**config.mk**
```make
export PLATFORM = sky130hd
export DESIGN_NAME = halton_pair_fetcher
export DESIGN_NICKNAME = d
export VERILOG_FILES = /design/src/rtl/halton_pair_fetcher.sv
export SDC_FILE = /design/constraint.sdc
export NUM_CORES = 1
export LEC_CHECK = 0
export BUFFER_PORTS_ARGS = -buffer_cell sky130_fd_sc_hd__buf_4
export CORE_AREA = 2 2 141 143
export CTS_CLUSTER_DIAMETER = 30
export DETAILED_ROUTE_END_ITERATION = 8
export DIE_AREA = 0 0 143 145
export PLACE_DENSITY = 0.85
export SLEW_MARGIN = 20
export SYNTH_ARGS = -nofsm -noshare
export SYNTH_HDL_FRONTEND = slang
export SYNTH_SLANG_ARGS = --single-unit
```
**constraint.sdc**
```tcl
create_clock -name clk -period 4.3 [get_ports clk]
set_input_delay 0.43 -clock clk [delete_from_list [all_inputs] [get_ports clk]]
set_output_delay 0.43 -clock clk [all_outputs]
set_load 0.03 [all_outputs]
```
**src/rtl/halton_pair_fetcher.sv**
```systemverilog
// -----------------------------------------------------------------------------
// halton_pair_fetcher
//
// Pop controller and pair collector for two van der Corput generators (X and Y)
// that share one pop/reseed/seed bus. Pops are issued only when the pair FIFO
// is guaranteed to have room for every result already requested. The results
// arrive one cycle later and are captured as aligned (x,y) pairs. The pairs are
// then presented head-first on a valid/ready stream.
//
// Ports
//   clk, rst         clock, synchronous active-high reset
//   enable           allow new pops
//   reseed_req       one-cycle request to restart both sequences at seed_in
//   seed_in          seed for both generators
//   gen_pop          pop_enable to both generators (combinational)
//   gen_reseed       reseed_enable to both generators (high in RESEED state)
//   gen_seed         registered seed to both generators
//   vdc_x, valid_x   X generator result
//   vdc_y, valid_y   Y generator result
//   out_x, out_y     head pair (zero while the FIFO is empty)
//   out_valid        FIFO non-empty
//   out_ready        consumer accepts the head pair
//   level            number of stored pairs
//   err              sticky flag: X and Y valids disagreed
// -----------------------------------------------------------------------------
module halton_pair_fetcher #(
   parameter int DEPTH = 4,
   parameter int WIDTH = 32
) (
   input  logic                     clk,
   input  logic                     rst,
   input  logic                     enable,
   input  logic                     reseed_req,
   input  logic [31:0]              seed_in,
   output logic                     gen_pop,
   output logic                     gen_reseed,
   output logic [31:0]              gen_seed,
   input  logic [WIDTH-1:0]         vdc_x,
   input  logic                     valid_x,
   input  logic [WIDTH-1:0]         vdc_y,
   input  logic                     valid_y,
   output logic [WIDTH-1:0]         out_x,
   output logic [WIDTH-1:0]         out_y,
   output logic                     out_valid,
   input  logic                     out_ready,
   output logic [$clog2(DEPTH):0]   level,
   output logic                     err
);

   localparam int PW = $clog2(DEPTH);
   localparam int LW = PW + 1;
   localparam logic [LW-1:0] FULL_LEVEL = LW'(DEPTH);
   localparam logic [LW:0]   CREDIT_MAX = (LW + 1)'(DEPTH);

   typedef enum logic {
      RUN    = 1'b0,
      RESEED = 1'b1
   } state_t;

   state_t              state;
   state_t              state_nxt;
   logic                inflight;
   logic [LW:0]         committed;
   logic [PW-1:0]       rd_ptr;
   logic [PW-1:0]       wr_ptr;
   logic [2*WIDTH-1:0]  mem [DEPTH];
   logic                reseed_take;
   logic                capture_ok;
   logic                wr_en;
   logic                rd_en;

   // ---------------------------------------------------------------- FSM
   always_ff @(posedge clk) begin
      // NOTE: sequential state uses non-blocking assignments, so every
      // register samples pre-edge values regardless of block ordering.
      if (rst) begin
         state <= RUN;
      end else begin
         state <= state_nxt;
      end
   end

   always_comb begin
      // NOTE: default assignment first, so no path through the case
      // leaves state_nxt unassigned and infers a latch.
      state_nxt = state;
      case (state)
         RUN:     if (reseed_req) state_nxt = RESEED;
         RESEED:  state_nxt = RUN;
         default: state_nxt = RUN;
      endcase
   end

   // Pops are credited against stored pairs plus the one result that may
   // still be in flight. A pop taken from the FIFO in the same cycle is
   // deliberately not credited, which keeps this path free of out_ready.
   always_comb begin
      committed  = {1'b0, level} + {{LW{1'b0}}, inflight};
      gen_pop    = 1'b0;
      gen_reseed = 1'b0;
      case (state)
         RUN:     gen_pop = enable && !reseed_req && (committed < CREDIT_MAX);
         RESEED:  gen_reseed = 1'b1;
         default: ;
      endcase
   end

   // ---------------------------------------------------------------- datapath
   assign reseed_take = (state == RUN) && reseed_req;
   // Generator results are ignored on the request cycle and in RESEED. They
   // belong to the sequence that is being abandoned.
   assign capture_ok  = (state == RUN) && !reseed_req;
   assign out_valid   = (level != '0);
   assign rd_en       = out_valid && out_ready && !reseed_take;
   // The full check only matters if the generators produce a result that was
   // never requested. Normal credit accounting never lets this happen.
   assign wr_en       = capture_ok && valid_x && valid_y &&
                        ((level != FULL_LEVEL) || rd_en);

   always_ff @(posedge clk) begin
      if (rst) begin
         rd_ptr   <= '0;
         wr_ptr   <= '0;
         level    <= '0;
         inflight <= 1'b0;
         err      <= 1'b0;
         gen_seed <= '0;
      end else begin
         inflight <= gen_pop;
         if (reseed_take) begin
            rd_ptr   <= '0;
            wr_ptr   <= '0;
            level    <= '0;
            gen_seed <= seed_in;
         end else begin
            if (wr_en) wr_ptr <= wr_ptr + 1'b1;
            if (rd_en) rd_ptr <= rd_ptr + 1'b1;
            if (wr_en && !rd_en) begin
               level <= level + 1'b1;
            end else if (!wr_en && rd_en) begin
               level <= level - 1'b1;
            end
            if (capture_ok && (valid_x != valid_y)) err <= 1'b1;
         end
      end
   end

   // NOTE: pair storage has no reset; entries are only observed through the
   // head when level says they were written, and the head is forced to zero
   // while the FIFO is empty.
   always_ff @(posedge clk) begin
      if (wr_en) mem[wr_ptr] <= {vdc_x, vdc_y};
   end

   assign out_x = out_valid ? mem[rd_ptr][2*WIDTH-1:WIDTH] : '0;
   assign out_y = out_valid ? mem[rd_ptr][WIDTH-1:0]       : '0;

endmodule

```
==> impl_metrics.yaml <==
sta:
  worst_slew_pin_slew_ps: 1050
  setup_slack_ps: 1240
  fin_tns_setup_ps: 0
  post-route-period-util_pct: 71.1
  finClkSkew_ps: 10.2
  setup_viol: 0
  period_needed_ps: 3060
  final_max_slew_viol_count: 0
  fin_hold_ws_ps: 111
  rsz0062_at_grt: "no"
  hold_viol: 0
  max_freq_ghz: 0.327
  slew_headroom_pct: 30.1
clock_tree:
  root_buffer: "clkbuf_16"
  numClockSinks: 300
  cts-hold-fix-buffers: 0
  postCtsSetupBuffers: 0
  clock_latency_ps: 520
  clockBufferDepth: 3
  cts_made_buffers: 44
  cts_tree: "done"
  cts.reportedPaths.clkPinSlew_ps: 60
  htree_levels: 2
  cts_resized: 0
setup_path:
  crit-reg2reg-launch: "level[0]"
  r2r_cells: 9
  end_kind: "output port"
  r2r_setup_slack_ps: 1370
  setup.worst_path.end: "out_y[14]"
  cp-start-kind: "register"
  r2r-end: "level[2]"
  critPathKind: "register to output port"
  crit_fanout: 33
  required_ps: 3870
  crit_arrival_ps: 2630
placement:
  portBuffers: 205
  hpwl_mm: 13.0
  post_dp_cell_area_um2: 13000
  post-place-ws_ps: 1350
  place.gp.congestion: 0.760
  dpl.cell_count: 987
synth:
  synth_nets: 652
  synth_top_area_share_pct: 68.6
  synthAdderAreaFrac_pct: 0.737
  seq_area_frac_synth_pct: 76.4
  synth_edf_count: 256
  netlist_top_cells_area: "edfxtp_1 (69%), mux4_2 (13%), dfxtp_1 (7.9%)"
  synthArstFlopShare_pct: 0
  muxShareOfSynthArea_pct: 13.3
  synth_commonest_cells: "edfxtp_1 (256), and2_1 (69), mux4_2 (64)"
  syn_area_per_cell_um2: 20.6
  synth_compound_area_share_pct: 2.78
  synth_cell_types: 31
  synth_top_area_cell: "edfxtp_1"
  synthMostInstantiatedCell: "edfxtp_1"
  synth_top_family_by_area: "multiplexers"
  syn_inst: 543
  synth-main-ff-cell: "edfxtp_1"
  yosys_warnings: 0
  syn_area_um2: 11200
  synth_xor_area_share_pct: 0.234
  synth-seq-cells: 300
  yosys.area_share.simple_pct: 5.02
min_path:
  hold_path_depth: 1
  holdCritPathClass: "primary input to register"
detailed_routing:
  routed_wirelength_mm: 23.0
  wl_per_cell_um: 21.5
  vias: 5884
  ant_nets: 0
  firstDrtPassIters: 5
  drt-vias-per-instance: 5.51
  detail_route.iter0.violations: 327
  drcViolationCount: 0
power_and_ir_drop:
  pwr_density_cell_nw_per_um2: 504
  p_total_mw: 7.33
  power.leakage_nw: 5.26
  ir_drop_mv: 0.313
layout:
  stdcell_count: 1068
  drive_gt1_share_pct: 44.5
  final_core_util_pct: 75.6
  nets: 877
  synthToLayoutAreaGrowth_pct: 29.5
  antennaDiodeCount: 0
  stdcell_area_um2: 14500
die:
  core-area_um2: 19200
  die_area_um2: 20700
  rows: 51
  die_w_um: 143
  die_h_um: 145
  ios: 206
  start_util_pct: 58.4
grt:
  grt_usage_pct: 22.4
  grt_pass1_vias: 6512
  antenna_found_initial: 0
  grt_max_degree: 67
  overflow: 0
  grt_pass1_wl_mm: 35.3
run:
  max_cap_violations: 0
outcome:
  status: "completed"
==> power by group <==
part           switching [mW]  leakage [nW]  internal (mW)
Clock                    1.34         0.738           2.25
Sequential             0.0261          2.67           3.20
Combinational           0.294          1.85          0.218
Total                    1.66          5.26           5.67
==> metal layers <==
layer	part of all wire (%)	up-vias	routed length (µm)	track usage, %
met5	0	-	0	0
met1	36	2916	8350	26.6
li1	-	2645	-	-
met3	9.1	46	2100	6.90
met2	52	277	12000	39.1
met4	2.2	0	501	6.53
==> cells in the final DEF, fill, tap and decap left out, drive strengths merged, types with 2 or more instances in the layout <==
| master | n |
|---|---|
| and2 | 69 |
| nor2 | 6 |
| ha | 5 |
| a21oi | 2 |
| clkinv | 15 |
| nand3 | 8 |
| xor2 | 3 |
| bufinv | 4 |
| clkbuf | 48 |
| mux4 | 64 |
| clkinvlp | 4 |
| mux2i | 5 |
| nand2 | 2 |
| edfxtp | 256 |
| or3 | 2 |
| dfxtp | 44 |
| a22o | 32 |
| buf | 208 |
| inv | 16 |
==> layout make-up <==
type,instances,area [µm²]
clock buffers,48,1160
clock inverters,33,372
fillers,1051,4690
inverters,6,22.5
multi-input cells,208,2500
flip-flops and latches,300,8580
well taps,265,332
repair buffers,208,1560
==> state kept, by name (all words and copies together), names as in the netlist, named ones only <==
name      count
err           1
state         1
mem         256
wr_ptr        2
level         3
gen_seed     32
rd_ptr        2
inflight      1
==> worst max-delay path, stage by stage, from the launching register on <==
cell and delay (ps):
dfxtp_4 800, buf_4 390, mux4_2 570, and2_1 180, buf_4 170
==> logic make-up (layout without fill, tap and decap cells) <==
group,Yosys count,after routing
flip-flops,300,300
AND/OR/NAND/NOR,93,93
multiplexers,69,69
AO/OA/AOI/OAI,37,37
buffers and inverters,35,295
adder cells (fa/ha/maj),6,6
XOR/XNOR,3,3
==> worst min path at each step <==
stage                      startpoint           to  slack [ps]
final                        vdc_x[3]   mem[2][35]         110
after global routing        vdc_y[26]   mem[0][26]         100
after CTS                    vdc_x[3]   mem[2][35]         100
after detailed placement  gen_seed[1]  gen_seed[1]         470
after global placement    gen_seed[1]  gen_seed[1]         470
after floorplan             wr_ptr[1]    wr_ptr[1]         480
No activity file was read; power rests on OpenSTA's default activity.
